[config.mk]
export PLATFORM = sky130hd
export DESIGN_NAME = alu8_core
export DESIGN_NICKNAME = d
export VERILOG_FILES = /design/src/rtl/alu8_pkg.sv /design/src/rtl/rca8.sv /design/src/rtl/alu8_core.sv
export SDC_FILE = /design/constraint.sdc
export NUM_CORES = 1
export LEC_CHECK = 0
export CAP_MARGIN = 5
export CORE_MARGIN = 3
export CORE_UTILIZATION = 60
export CTS_CLUSTER_DIAMETER = 50
export DETAILED_ROUTE_END_ITERATION = 8
export PLACE_DENSITY = 0.91
export SYNTH_ARGS = -nofsm -noshare
export SYNTH_HDL_FRONTEND = slang
export SYNTH_HIERARCHICAL = 1
export SYNTH_SLANG_ARGS = --single-unit
[constraint.sdc]
create_clock -name clk -period 1.2 [get_ports clk]
set_input_delay 0.24 -clock clk [delete_from_list [all_inputs] [get_ports clk]]
set_output_delay 0.24 -clock clk [all_outputs]
set_load 0.02 [all_outputs]
[src/rtl/alu8_pkg.sv]
// Shared constants and opcode encoding for the alu8 datapath.
package alu8_pkg;

  localparam int WIDTH = 8;

  typedef enum logic [1:0] {
    OP_ADD = 2'b00,
    OP_AND = 2'b01,
    OP_XOR = 2'b10,
    OP_MUL = 2'b11
  } opcode_e;

endpackage

[src/rtl/rca8.sv]
// 8-bit ripple-carry adder built from full-adder bit cells, with sum,
// carry-out and two's-complement overflow.
module fa1 (
  input  logic i_a,
  input  logic i_b,
  input  logic i_cin,
  output logic o_sum,
  output logic o_cout
);
  assign o_sum  = i_a ^ i_b ^ i_cin;
  assign o_cout = (i_a & i_b) | (i_cin & (i_a ^ i_b));
endmodule

module rca8
  import alu8_pkg::*;
(
  input  logic [WIDTH-1:0] a,
  input  logic [WIDTH-1:0] b,
  input  logic             cin,
  output logic [WIDTH-1:0] sum,
  output logic             cout,
  output logic             ovf
);

  genvar i;
  generate
    for (i = 0; i < WIDTH; i++) begin : g_bit
      logic w_ci;
      logic w_co;
      if (i == 0) begin : g_lsb
        assign w_ci = cin;
      end else begin : g_chain
        assign w_ci = g_bit[i-1].w_co;
      end
      fa1 u_fa (
        .i_a    (a[i]),
        .i_b    (b[i]),
        .i_cin  (w_ci),
        .o_sum  (sum[i]),
        .o_cout (w_co)
      );
    end
  endgenerate

  assign cout = g_bit[WIDTH-1].w_co;
  // Same-sign operands whose sum flips sign have left the signed range.
  assign ovf  = (a[WIDTH-1] == b[WIDTH-1]) && (sum[WIDTH-1] != a[WIDTH-1]);

endmodule

[src/rtl/alu8_core.sv]
// Registered 8-bit ALU: ADD with carry/overflow, AND, XOR and an unsigned
// 8x8 shift-add array multiplier; one-cycle latency, one op per cycle.
module alu8_core
  import alu8_pkg::*;
(
  input  logic        clk,
  input  logic        rst_n,
  input  logic        in_valid,
  input  logic [1:0]  opcode,
  input  logic [7:0]  op_a,
  input  logic [7:0]  op_b,
  output logic        out_valid,
  output logic [7:0]  result,
  output logic [15:0] product,
  output logic        carry,
  output logic        overflow
);

  opcode_e w_op;
  assign w_op = opcode_e'(opcode);

  logic [WIDTH-1:0] w_add_sum;
  logic             w_add_cout;
  logic             w_add_ovf;

  rca8 u_add (
    .a    (op_a),
    .b    (op_b),
    .cin  (1'b0),
    .sum  (w_add_sum),
    .cout (w_add_cout),
    .ovf  (w_add_ovf)
  );

  logic [WIDTH-1:0] w_pp [WIDTH];

  genvar p;
  generate
    for (p = 0; p < WIDTH; p++) begin : g_pp
      assign w_pp[p] = op_a & {WIDTH{op_b[p]}};
    end
  endgenerate

  // Each row adds the next partial product to the running sum shifted
  // right by one; the bit shifted out is a settled product bit.
  genvar r;
  generate
    for (r = 1; r < WIDTH; r++) begin : g_row
      logic [WIDTH-1:0] w_acc;
      logic [WIDTH-1:0] w_sum;
      logic             w_cout;
      logic             w_ovf_unused;
      if (r == 1) begin : g_first
        assign w_acc = {1'b0, w_pp[0][WIDTH-1:1]};
      end else begin : g_next
        assign w_acc = {g_row[r-1].w_cout, g_row[r-1].w_sum[WIDTH-1:1]};
      end
      rca8 u_row (
        .a    (w_acc),
        .b    (w_pp[r]),
        .cin  (1'b0),
        .sum  (w_sum),
        .cout (w_cout),
        .ovf  (w_ovf_unused)
      );
    end
  endgenerate

  logic [2*WIDTH-1:0] w_mul;
  assign w_mul = {g_row[7].w_cout, g_row[7].w_sum,
                  g_row[6].w_sum[0], g_row[5].w_sum[0], g_row[4].w_sum[0],
                  g_row[3].w_sum[0], g_row[2].w_sum[0], g_row[1].w_sum[0],
                  w_pp[0][0]};

  logic [WIDTH-1:0]   w_result;
  logic [2*WIDTH-1:0] w_product;
  logic               w_carry;
  logic               w_overflow;

  always_comb begin
    w_result   = '0;
    w_product  = '0;
    w_carry    = 1'b0;
    w_overflow = 1'b0;
    case (w_op)
      OP_ADD: begin
        w_result   = w_add_ovf ? '0 : w_add_sum;
        w_carry    = w_add_cout;
        w_overflow = w_add_ovf;
      end
      OP_AND:  w_result  = op_a & op_b;
      OP_XOR:  w_result  = op_a ^ op_b;
      OP_MUL:  w_product = w_mul;
      default: w_result  = '0;
    endcase
  end

  logic               r_out_valid;
  logic [WIDTH-1:0]   r_result;
  logic [2*WIDTH-1:0] r_product;
  logic               r_carry;
  logic               r_overflow;

  // Output register stage: data only updates on accepted ops, so idle
  // cycles leave the last result visible.
  always_ff @(posedge clk or negedge rst_n) begin
    if (!rst_n) begin
      r_out_valid <= 1'b0;
      r_result    <= '0;
      r_product   <= '0;
      r_carry     <= 1'b0;
      r_overflow  <= 1'b0;
    end else begin
      r_out_valid <= in_valid;
      if (in_valid) begin
        r_result   <= w_result;
        r_product  <= w_product;
        r_carry    <= w_carry;
        r_overflow <= w_overflow;
      end
    end
  end

  assign out_valid = r_out_valid;
  assign result    = r_result;
  assign product   = r_product;
  assign carry     = r_carry;
  assign overflow  = r_overflow;

endmodule

==> run_summary.xml, run 1 <==
<?xml version="1.0" encoding="UTF-8"?>
<metrics>
  <group name="die">
    <metric name="ioPinCount" unit="">48</metric>
    <metric name="die_h" unit="um">76.5</metric>
    <metric name="chipWidth" unit="um">76.5</metric>
    <metric name="die_area" unit="um^2">5860</metric>
    <metric name="initial_utilization" unit="">0.628</metric>
    <metric name="rows" unit="">25</metric>
    <metric name="placeableCoreArea" unit="um^2">4750</metric>
  </group>
  <group name="pwr">
    <metric name="ir_worst_vdd" unit="V">0.00243</metric>
    <metric name="power_density" unit="nW/um^2">2350</metric>
    <metric name="cellLeakagePower" unit="nW">1.69</metric>
    <metric name="power.internal" unit="W">0.00513</metric>
    <metric name="power.switching_fraction" unit="">0.457</metric>
    <metric name="share_seq_of_total_power" unit="">0.125</metric>
    <metric name="clock_power_share" unit="">0.055</metric>
    <metric name="pwr-share-comb" unit="">0.820</metric>
    <metric name="total_power" unit="W">0.00945</metric>
    <metric name="p_sw" unit="W">0.00431</metric>
  </group>
  <group name="final_layout">
    <metric name="stdcell_count" unit="">412</metric>
    <metric name="area_growth" unit="%">34.9</metric>
    <metric name="finalNetCount" unit="">439</metric>
    <metric name="drive_above_1_share" unit="">0.472</metric>
    <metric name="antennaDiodeCount" unit="">0</metric>
  </group>
  <group name="cts">
    <metric name="cts.htree.levels" unit="">1</metric>
    <metric name="clock_tree_from_tritoncts" unit="">built</metric>
    <metric name="path_clk_slew" unit="ns">0.09</metric>
    <metric name="worst_skew_pair_later_pin_latency" unit="ns">0.27</metric>
    <metric name="root_buffer_cell" unit="">sky130_fd_sc_hd__clkbuf_8</metric>
    <metric name="cts-root-to-sink-buffers" unit="">2</metric>
    <metric name="clk_sink_count" unit="">27</metric>
    <metric name="cts_buffers" unit="">3</metric>
    <metric name="hold_buf_count_cts" unit="">0</metric>
  </group>
  <group name="sta">
    <metric name="min_period_over_period" unit="">7.58</metric>
    <metric name="hold_viol_final" unit="">0</metric>
    <metric name="finalClockSkew" unit="ns">0</metric>
    <metric name="setup-violations-final" unit="">24</metric>
    <metric name="final-max-slew-violation-count" unit="">0</metric>
    <metric name="setup_ws" unit="ns">-7.89</metric>
    <metric name="fin_tns_setup" unit="ns">-102.94</metric>
    <metric name="finalWorstPathRequiredPeriod" unit="ns">9.09</metric>
    <metric name="rsz0062_at_grt" unit="">yes</metric>
    <metric name="timing.fmax" unit="MHz">110</metric>
  </group>
  <group name="status">
    <metric name="status" unit="">complete, but fails checks</metric>
    <metric name="violations" unit="">setup timing</metric>
  </group>
  <group name="global_route">
    <metric name="grt_start_max_net_pins" unit="">28</metric>
    <metric name="antenna_found_initial" unit="">0</metric>
    <metric name="wire_length_of_the_first_global_routing_pass" unit="mm">14.2</metric>
    <metric name="vias_in_the_first_global_route" unit="">2725</metric>
    <metric name="global_route.overflow_total" unit="">0</metric>
    <metric name="track_usage" unit="">0.322</metric>
  </group>
  <group name="detailed_routing">
    <metric name="detail-route-antenna-nets" unit="">0</metric>
    <metric name="post_drt_wl_per_cell" unit="um">22.6</metric>
    <metric name="finalWirelength" unit="mm">9.32</metric>
    <metric name="drtIter0Drc" unit="">196</metric>
    <metric name="route.vias.total" unit="">2509</metric>
    <metric name="drc_errors" unit="">0</metric>
    <metric name="post_drt_via_cell_ratio" unit="">6.09</metric>
    <metric name="detailedRoute.firstPassIterationCount" unit="">6</metric>
  </group>
  <group name="placement">
    <metric name="finalWeightedCongestion" unit="">0.894</metric>
    <metric name="port_buffers" unit="">47</metric>
    <metric name="detailedPlacementHpwl" unit="mm">6.13</metric>
    <metric name="placed_cells" unit="">402</metric>
  </group>
  <group name="worst_setup_path">
    <metric name="criticalPathCategory" unit="">in -&gt; reg</metric>
    <metric name="crit_arrival" unit="ns">9.30</metric>
    <metric name="crit_path_max_fanout" unit="">2</metric>
    <metric name="required_time_reported_for_the_critical_path_endpoint" unit="ns">1.41</metric>
    <metric name="regToRegEndpoint" unit="">result[2]</metric>
    <metric name="setup.reg_to_reg.worst_slack" unit="ns">0.35</metric>
    <metric name="timing.critical_path.from_type" unit="">primary input</metric>
    <metric name="r2r_cells" unit="">3</metric>
    <metric name="crit_path_end_kind" unit="">flop</metric>
    <metric name="rr_startpoint" unit="">result[2]</metric>
  </group>
  <group name="yosys">
    <metric name="synth.cell_area" unit="um^2">2980</metric>
    <metric name="syn_inst" unit="">258</metric>
    <metric name="syn_avg_cell_area" unit="um^2">11.6</metric>
    <metric name="synth.yosys.warnings" unit="">6</metric>
  </group>
  <group name="worst_hold_path">
    <metric name="holdCritPathClass" unit="">in -&gt; async</metric>
  </group>
  <group name="run">
    <metric name="maxCapViolations" unit="">0</metric>
  </group>
</metrics>
==> layout make-up <==
cell class | count | area, um^2
multi-input combinational | 213 | 2470
fill | 240 | 729
timing repair buffer | 83 | 678
sequential | 27 | 676
tap | 67 | 83.8
inverter | 18 | 67.6
clock buffer | 3 | 41.3
clock inverter | 1 | 5.00
==> timing repair <==
item                                    4_1_cts  5_1_grt
pin swaps                                    54       27
endpoints found under the setup margin       52       46
setup buffers                                 1        5
gates resized for setup                     104       46
==> worst max-delay path by stage <==
stage                  from          end  cells past startpoint
finish              op_a[1]  product[14]                     24
global route        op_a[1]  product[15]                     24
CTS                 op_a[1]  product[14]                     24
detailed placement  op_b[1]  product[14]                     24
global placement    op_b[1]  product[14]                     24
floorplan           op_b[1]  product[14]                     23
==> flip-flops by register name (all words and copies together) (netlist names) <==
name and flops:
product 16, result 8, carry 1, out_valid 1
overflow 1
==> worst max-delay path, cell delays in order <==
cell and delay (ns):
sky130_fd_sc_hd__buf_6 0.09, sky130_fd_sc_hd__and2_4 0.15, sky130_fd_sc_hd__fa_2 0.39, sky130_fd_sc_hd__fa_2 0.38, sky130_fd_sc_hd__fa_2 0.49, sky130_fd_sc_hd__fa_2 0.42
sky130_fd_sc_hd__fa_2 0.56, sky130_fd_sc_hd__fa_2 0.44, sky130_fd_sc_hd__fa_2 0.36, sky130_fd_sc_hd__fa_2 0.42, sky130_fd_sc_hd__fa_2 0.42, sky130_fd_sc_hd__fa_2 0.64
sky130_fd_sc_hd__fa_2 0.47, sky130_fd_sc_hd__fa_2 0.37, sky130_fd_sc_hd__fa_2 0.36, sky130_fd_sc_hd__fa_2 0.34, sky130_fd_sc_hd__fa_2 0.35, sky130_fd_sc_hd__fa_2 0.36
sky130_fd_sc_hd__fa_2 0.41, sky130_fd_sc_hd__fa_1 0.53, sky130_fd_sc_hd__fa_2 0.43, sky130_fd_sc_hd__fa_1 0.54, sky130_fd_sc_hd__nand2_1 0.07, sky130_fd_sc_hd__o21ai_2 0.06
==> power by group through the flow <==
stage,registers (W),logic [W],clock network (W)
floorplan,0.00139,0.00480,0
global placement,0.00118,0.00661,0
detailed placement,0.00119,0.00694,0
CTS,0.00117,0.00708,0.000527
global route,0.00119,0.00850,0.000557
finish,0.00118,0.00775,0.000524
==> placed cells by master, fill, tap and decap left out, drive strengths merged, types with 2 or more instances in the layout <==
master,instances
fa,64
and2,56
buf,45
dfrtp,27
clkbuf,20
nand2,20
inv,18
o21ai,16
clkdlybuf4s50,14
nor2b,9
conb,9
o22ai,9
a21oi,9
ha,8
a22oi,7
clkdlybuf4s15,5
o32ai,2
==> per-stage QoR <==
step                      setup slack, ns  instance area, um^2  utilization  hold slack (ns)
final                               -7.89                 4030        0.847            0.318
after CTS                           -7.83                 4010        0.843            0.327
after global routing                -8.04                 4030        0.847            0.334
after detailed placement            -8.62                 3880        0.817            0.510
after global placement              -8.42                 3880        0.817            0.496
after floorplan                     -7.81                 3160            -          -0.0556
==> per-layer routing <==
metal,part of all wire,global-route usage,up-vias
li1,-,-,994
met1,0.34,0.377,1270
met2,0.51,0.556,179
met3,0.072,0.0603,66
met4,0.079,0.185,0
met5,0,0,-
No activity file was read; power rests on OpenSTA's default activity.
==> inputs of run 2 (changes only) <==
--- a/config.mk
+++ b/config.mk
@@ -7,10 +7,10 @@
 export LEC_CHECK = 0
 export CAP_MARGIN = 5
 export CORE_MARGIN = 3
-export CORE_UTILIZATION = 60
+export CORE_UTILIZATION = 41
 export CTS_CLUSTER_DIAMETER = 50
 export DETAILED_ROUTE_END_ITERATION = 8
-export PLACE_DENSITY = 0.91
+export PLACE_DENSITY = 0.67
 export SYNTH_ARGS = -nofsm -noshare
 export SYNTH_HDL_FRONTEND = slang
 export SYNTH_HIERARCHICAL = 1
==> run 2 against run 1 <==
The flow still finishes with violations (setup timing). Sequential power is essentially flat. Register-to-register slack gained 0.13 ns. Sequential share of layout area grew 0.14 points. Count of clock-buffer cells in the layout is the same. Via count shrank 17%. Die area grew 42%. Flip-flop and latch count is the same. Non-clock buffer count shrank 3. Final cell count grew 6.3%.
==> run_summary.xml, run 2 (synthesis results as in run 1) <==
<?xml version="1.0" encoding="UTF-8"?>
<metrics>
  <group name="worst_setup_path">
    <metric name="crit_path_max_fanout" unit="">2</metric>
    <metric name="criticalPathCategory" unit="">in -&gt; reg</metric>
    <metric name="required_time_reported_for_the_critical_path_endpoint" unit="ns">1.41</metric>
    <metric name="crit_arrival" unit="ns">9.04</metric>
    <metric name="crit_path_end_kind" unit="">flop</metric>
    <metric name="crit_path_buf_inv_count" unit="">1</metric>
    <metric name="timing.critical_path.max_delay_family" unit="">adder cells</metric>
    <metric name="setup.reg_to_reg.worst_slack" unit="ns">0.48</metric>
    <metric name="worst_path_most_repeated_cell" unit="">sky130_fd_sc_hd__fa_2</metric>
    <metric name="worst-path-stages" unit="">24</metric>
    <metric name="timing.critical_path.from_type" unit="">primary input</metric>
    <metric name="cell_type_of_the_slowest_stage_on_the_worst_timing_path" unit="">sky130_fd_sc_hd__fa_2</metric>
    <metric name="r2r_cells" unit="">2</metric>
    <metric name="critical_path.cell_chain" unit="">buf_6, and2_4, fa_2, fa_2, fa_2, fa_2, fa_2, fa_2, fa_2, fa_2, fa_2, fa_2, fa_2, fa_2, fa_2, fa_1, fa_2, fa_2, fa_2, fa_1, fa_2, fa_1, nand2_1, o21ai_2</metric>
    <metric name="critPathMaxStageDelay" unit="ns">0.55</metric>
  </group>
  <group name="global_route">
    <metric name="antenna_found_initial" unit="">0</metric>
    <metric name="wire_length_of_the_first_global_routing_pass" unit="mm">11.5</metric>
    <metric name="track_usage" unit="">0.174</metric>
    <metric name="vias_in_the_first_global_route" unit="">2343</metric>
    <metric name="global_route.overflow_total" unit="">0</metric>
    <metric name="grt_start_max_net_pins" unit="">28</metric>
  </group>
  <group name="sta">
    <metric name="finalClockSkew" unit="ns">0</metric>
    <metric name="setup_ws" unit="ns">-7.63</metric>
    <metric name="fin_tns_setup" unit="ns">-98.08</metric>
    <metric name="timing.fmax" unit="MHz">113</metric>
    <metric name="setup-violations-final" unit="">24</metric>
    <metric name="rsz0062_at_grt" unit="">yes</metric>
    <metric name="final-max-slew-violation-count" unit="">0</metric>
    <metric name="min_period_over_period" unit="">7.36</metric>
    <metric name="hold_viol_final" unit="">0</metric>
    <metric name="finalWorstPathRequiredPeriod" unit="ns">8.83</metric>
  </group>
  <group name="die">
    <metric name="die_h" unit="um">91.3</metric>
    <metric name="chipWidth" unit="um">91.3</metric>
    <metric name="placeableCoreArea" unit="um^2">6910</metric>
    <metric name="ioPinCount" unit="">48</metric>
    <metric name="initial_utilization" unit="">0.432</metric>
    <metric name="die_area" unit="um^2">8340</metric>
    <metric name="rows" unit="">30</metric>
  </group>
  <group name="pwr">
    <metric name="pwr-share-comb" unit="">0.798</metric>
    <metric name="power.internal" unit="W">0.00473</metric>
    <metric name="clock_power_share" unit="">0.062</metric>
    <metric name="p_sw" unit="W">0.00361</metric>
    <metric name="ir_worst_vdd" unit="V">0.00186</metric>
    <metric name="power.switching_fraction" unit="">0.433</metric>
    <metric name="cellLeakagePower" unit="nW">1.66</metric>
    <metric name="power_density" unit="nW/um^2">2090</metric>
    <metric name="share_seq_of_total_power" unit="">0.140</metric>
  </group>
  <group name="final_layout">
    <metric name="drive_above_1_share" unit="">0.430</metric>
    <metric name="antennaDiodeCount" unit="">0</metric>
    <metric name="area_growth" unit="%">33.8</metric>
    <metric name="finalNetCount" unit="">436</metric>
    <metric name="mostFrequentLayoutCells" unit="">57 x sky130_fd_sc_hd__fa_2, 54 x sky130_fd_sc_hd__and2_1, 28 x sky130_fd_sc_hd__buf_4</metric>
    <metric name="final.fill_count" unit="">631</metric>
    <metric name="most_common_cell_after_layout_fill_and_taps_aside" unit="">sky130_fd_sc_hd__fa_2</metric>
    <metric name="number_of_flip_flops_in_the_largest_register" unit="">16</metric>
  </group>
  <group name="detailed_routing">
    <metric name="route.vias.total" unit="">2082</metric>
    <metric name="drc_errors" unit="">0</metric>
    <metric name="post_drt_wl_per_cell" unit="um">14.6</metric>
    <metric name="detail-route-antenna-nets" unit="">0</metric>
    <metric name="drtIter0Drc" unit="">29</metric>
    <metric name="detailedRoute.firstPassIterationCount" unit="">4</metric>
    <metric name="finalWirelength" unit="mm">6.38</metric>
    <metric name="post_drt_via_cell_ratio" unit="">4.75</metric>
  </group>
  <group name="cts">
    <metric name="root_buffer_cell" unit="">sky130_fd_sc_hd__clkbuf_8</metric>
    <metric name="cts_buffers" unit="">3</metric>
    <metric name="clock_tree_from_tritoncts" unit="">built</metric>
    <metric name="hold_buf_count_cts" unit="">0</metric>
    <metric name="cts.htree.levels" unit="">1</metric>
    <metric name="clk_sink_count" unit="">27</metric>
    <metric name="path_clk_slew" unit="ns">0.09</metric>
    <metric name="worst_skew_pair_later_pin_latency" unit="ns">0.27</metric>
    <metric name="cts-root-to-sink-buffers" unit="">2</metric>
  </group>
  <group name="status">
    <metric name="status" unit="">complete, but fails checks</metric>
    <metric name="violations" unit="">setup timing</metric>
  </group>
  <group name="placement">
    <metric name="detailedPlacementHpwl" unit="mm">5.53</metric>
    <metric name="finalWeightedCongestion" unit="">0.791</metric>
    <metric name="place_ws" unit="ns">-8.56</metric>
    <metric name="port_buffers" unit="">47</metric>
  </group>
  <group name="worst_hold_path">
    <metric name="holdCritPathClass" unit="">in -&gt; async</metric>
  </group>
  <group name="run">
    <metric name="maxCapViolations" unit="">0</metric>
  </group>
</metrics>
[run 2: cell types whose count changed in the layout (fill, tap and decap cells not counted), moves of 3 or more]
cell,delta
sky130_fd_sc_hd__clkdlybuf4s15_2,+3
sky130_fd_sc_hd__nand2_1,+3
sky130_fd_sc_hd__a21oi_2,-5
sky130_fd_sc_hd__nand2_2,-3
sky130_fd_sc_hd__a21oi_1,+5
sky130_fd_sc_hd__buf_6,-3
[run 2: cell type report]
class	count	area [um^2]	share of cell area
Multi-Input combinational cell	213	2420	0.606
Sequential cell	27	676	0.169
Timing Repair Buffer	80	664	0.166
Tap cell	96	120	0.0301
Inverter	18	67.6	0.0169
Clock buffer	3	41.3	0.0103
Clock inverter	1	5.00	0.00125
[run 2: metal layers]
layer / vias to the layer above / routed length, um / track usage
li1: 990 / - / -
met1: 1046 / 2650 / 0.229
met2: 38 / 3420 / 0.303
met3: 8 / 230 / 0.0282
met4: 0 / 84 / 0.0364
met5: - / 0 / 0
[run 2: power by group through the flow]
| stage | clock network [W] | logic, W | registers, W |
|---|---|---|---|
| floorplan | 0 | 0.00480 | 0.00139 |
| global placement | 0 | 0.00665 | 0.00119 |
| detailed placement | 0 | 0.00671 | 0.00119 |
| CTS | 0.000542 | 0.00677 | 0.00117 |
| global route | 0.000576 | 0.00780 | 0.00120 |
| finish | 0.000516 | 0.00665 | 0.00117 |
[run 2: path summary, 6_finish.rpt]
path,from,to
setup / recovery,op_a[0],product[14]
hold / removal,rst_n,product[3]
setup reg to reg,result[2],result[2]
hold reg to reg,product[3],product[3]
max in group asynchronous,rst_n,result[2]
min in group clk,product[3],product[3]
[run 2: metrics by stage]
step	hold WS [ns]	cell area [um^2]	util	total power, W	std cells
finish	0.308	3990	0.578	0.00834	438
global route	0.315	3990	0.578	0.00957	438
detailed placement	0.497	3950	0.572	0.00790	432
floorplan	-0.0556	3160	-	0.00618	266
global placement	0.495	3950	0.572	0.00784	432
CTS	0.308	4070	0.589	0.00849	437
[run 2: what timing repair did]
action,CTS,global route
pin swaps,50,10
buffers inserted,1,1
setup endpoints to repair,52,44
resized for setup,102,25
[run 2: worst register-to-register path, cell delays in order, from the launching register on]
cell	delay [ns]
sky130_fd_sc_hd__dfrtp_1	0.39
sky130_fd_sc_hd__o22ai_1	0.17
sky130_fd_sc_hd__a21oi_1	0.06
==> inputs of run 3 (changes only) <==
--- a/config.mk
+++ b/config.mk
@@ -5,12 +5,12 @@
 export SDC_FILE = /design/constraint.sdc
 export NUM_CORES = 1
 export LEC_CHECK = 0
-export CAP_MARGIN = 5
 export CORE_MARGIN = 3
 export CORE_UTILIZATION = 41
 export CTS_CLUSTER_DIAMETER = 50
 export DETAILED_ROUTE_END_ITERATION = 8
 export PLACE_DENSITY = 0.67
+export SLEW_MARGIN = 5
 export SYNTH_ARGS = -nofsm -noshare
 export SYNTH_HDL_FRONTEND = slang
 export SYNTH_HIERARCHICAL = 1
==> results of run 3 <==
No change in the layout: final DEF, timing and power equal those of run 2.
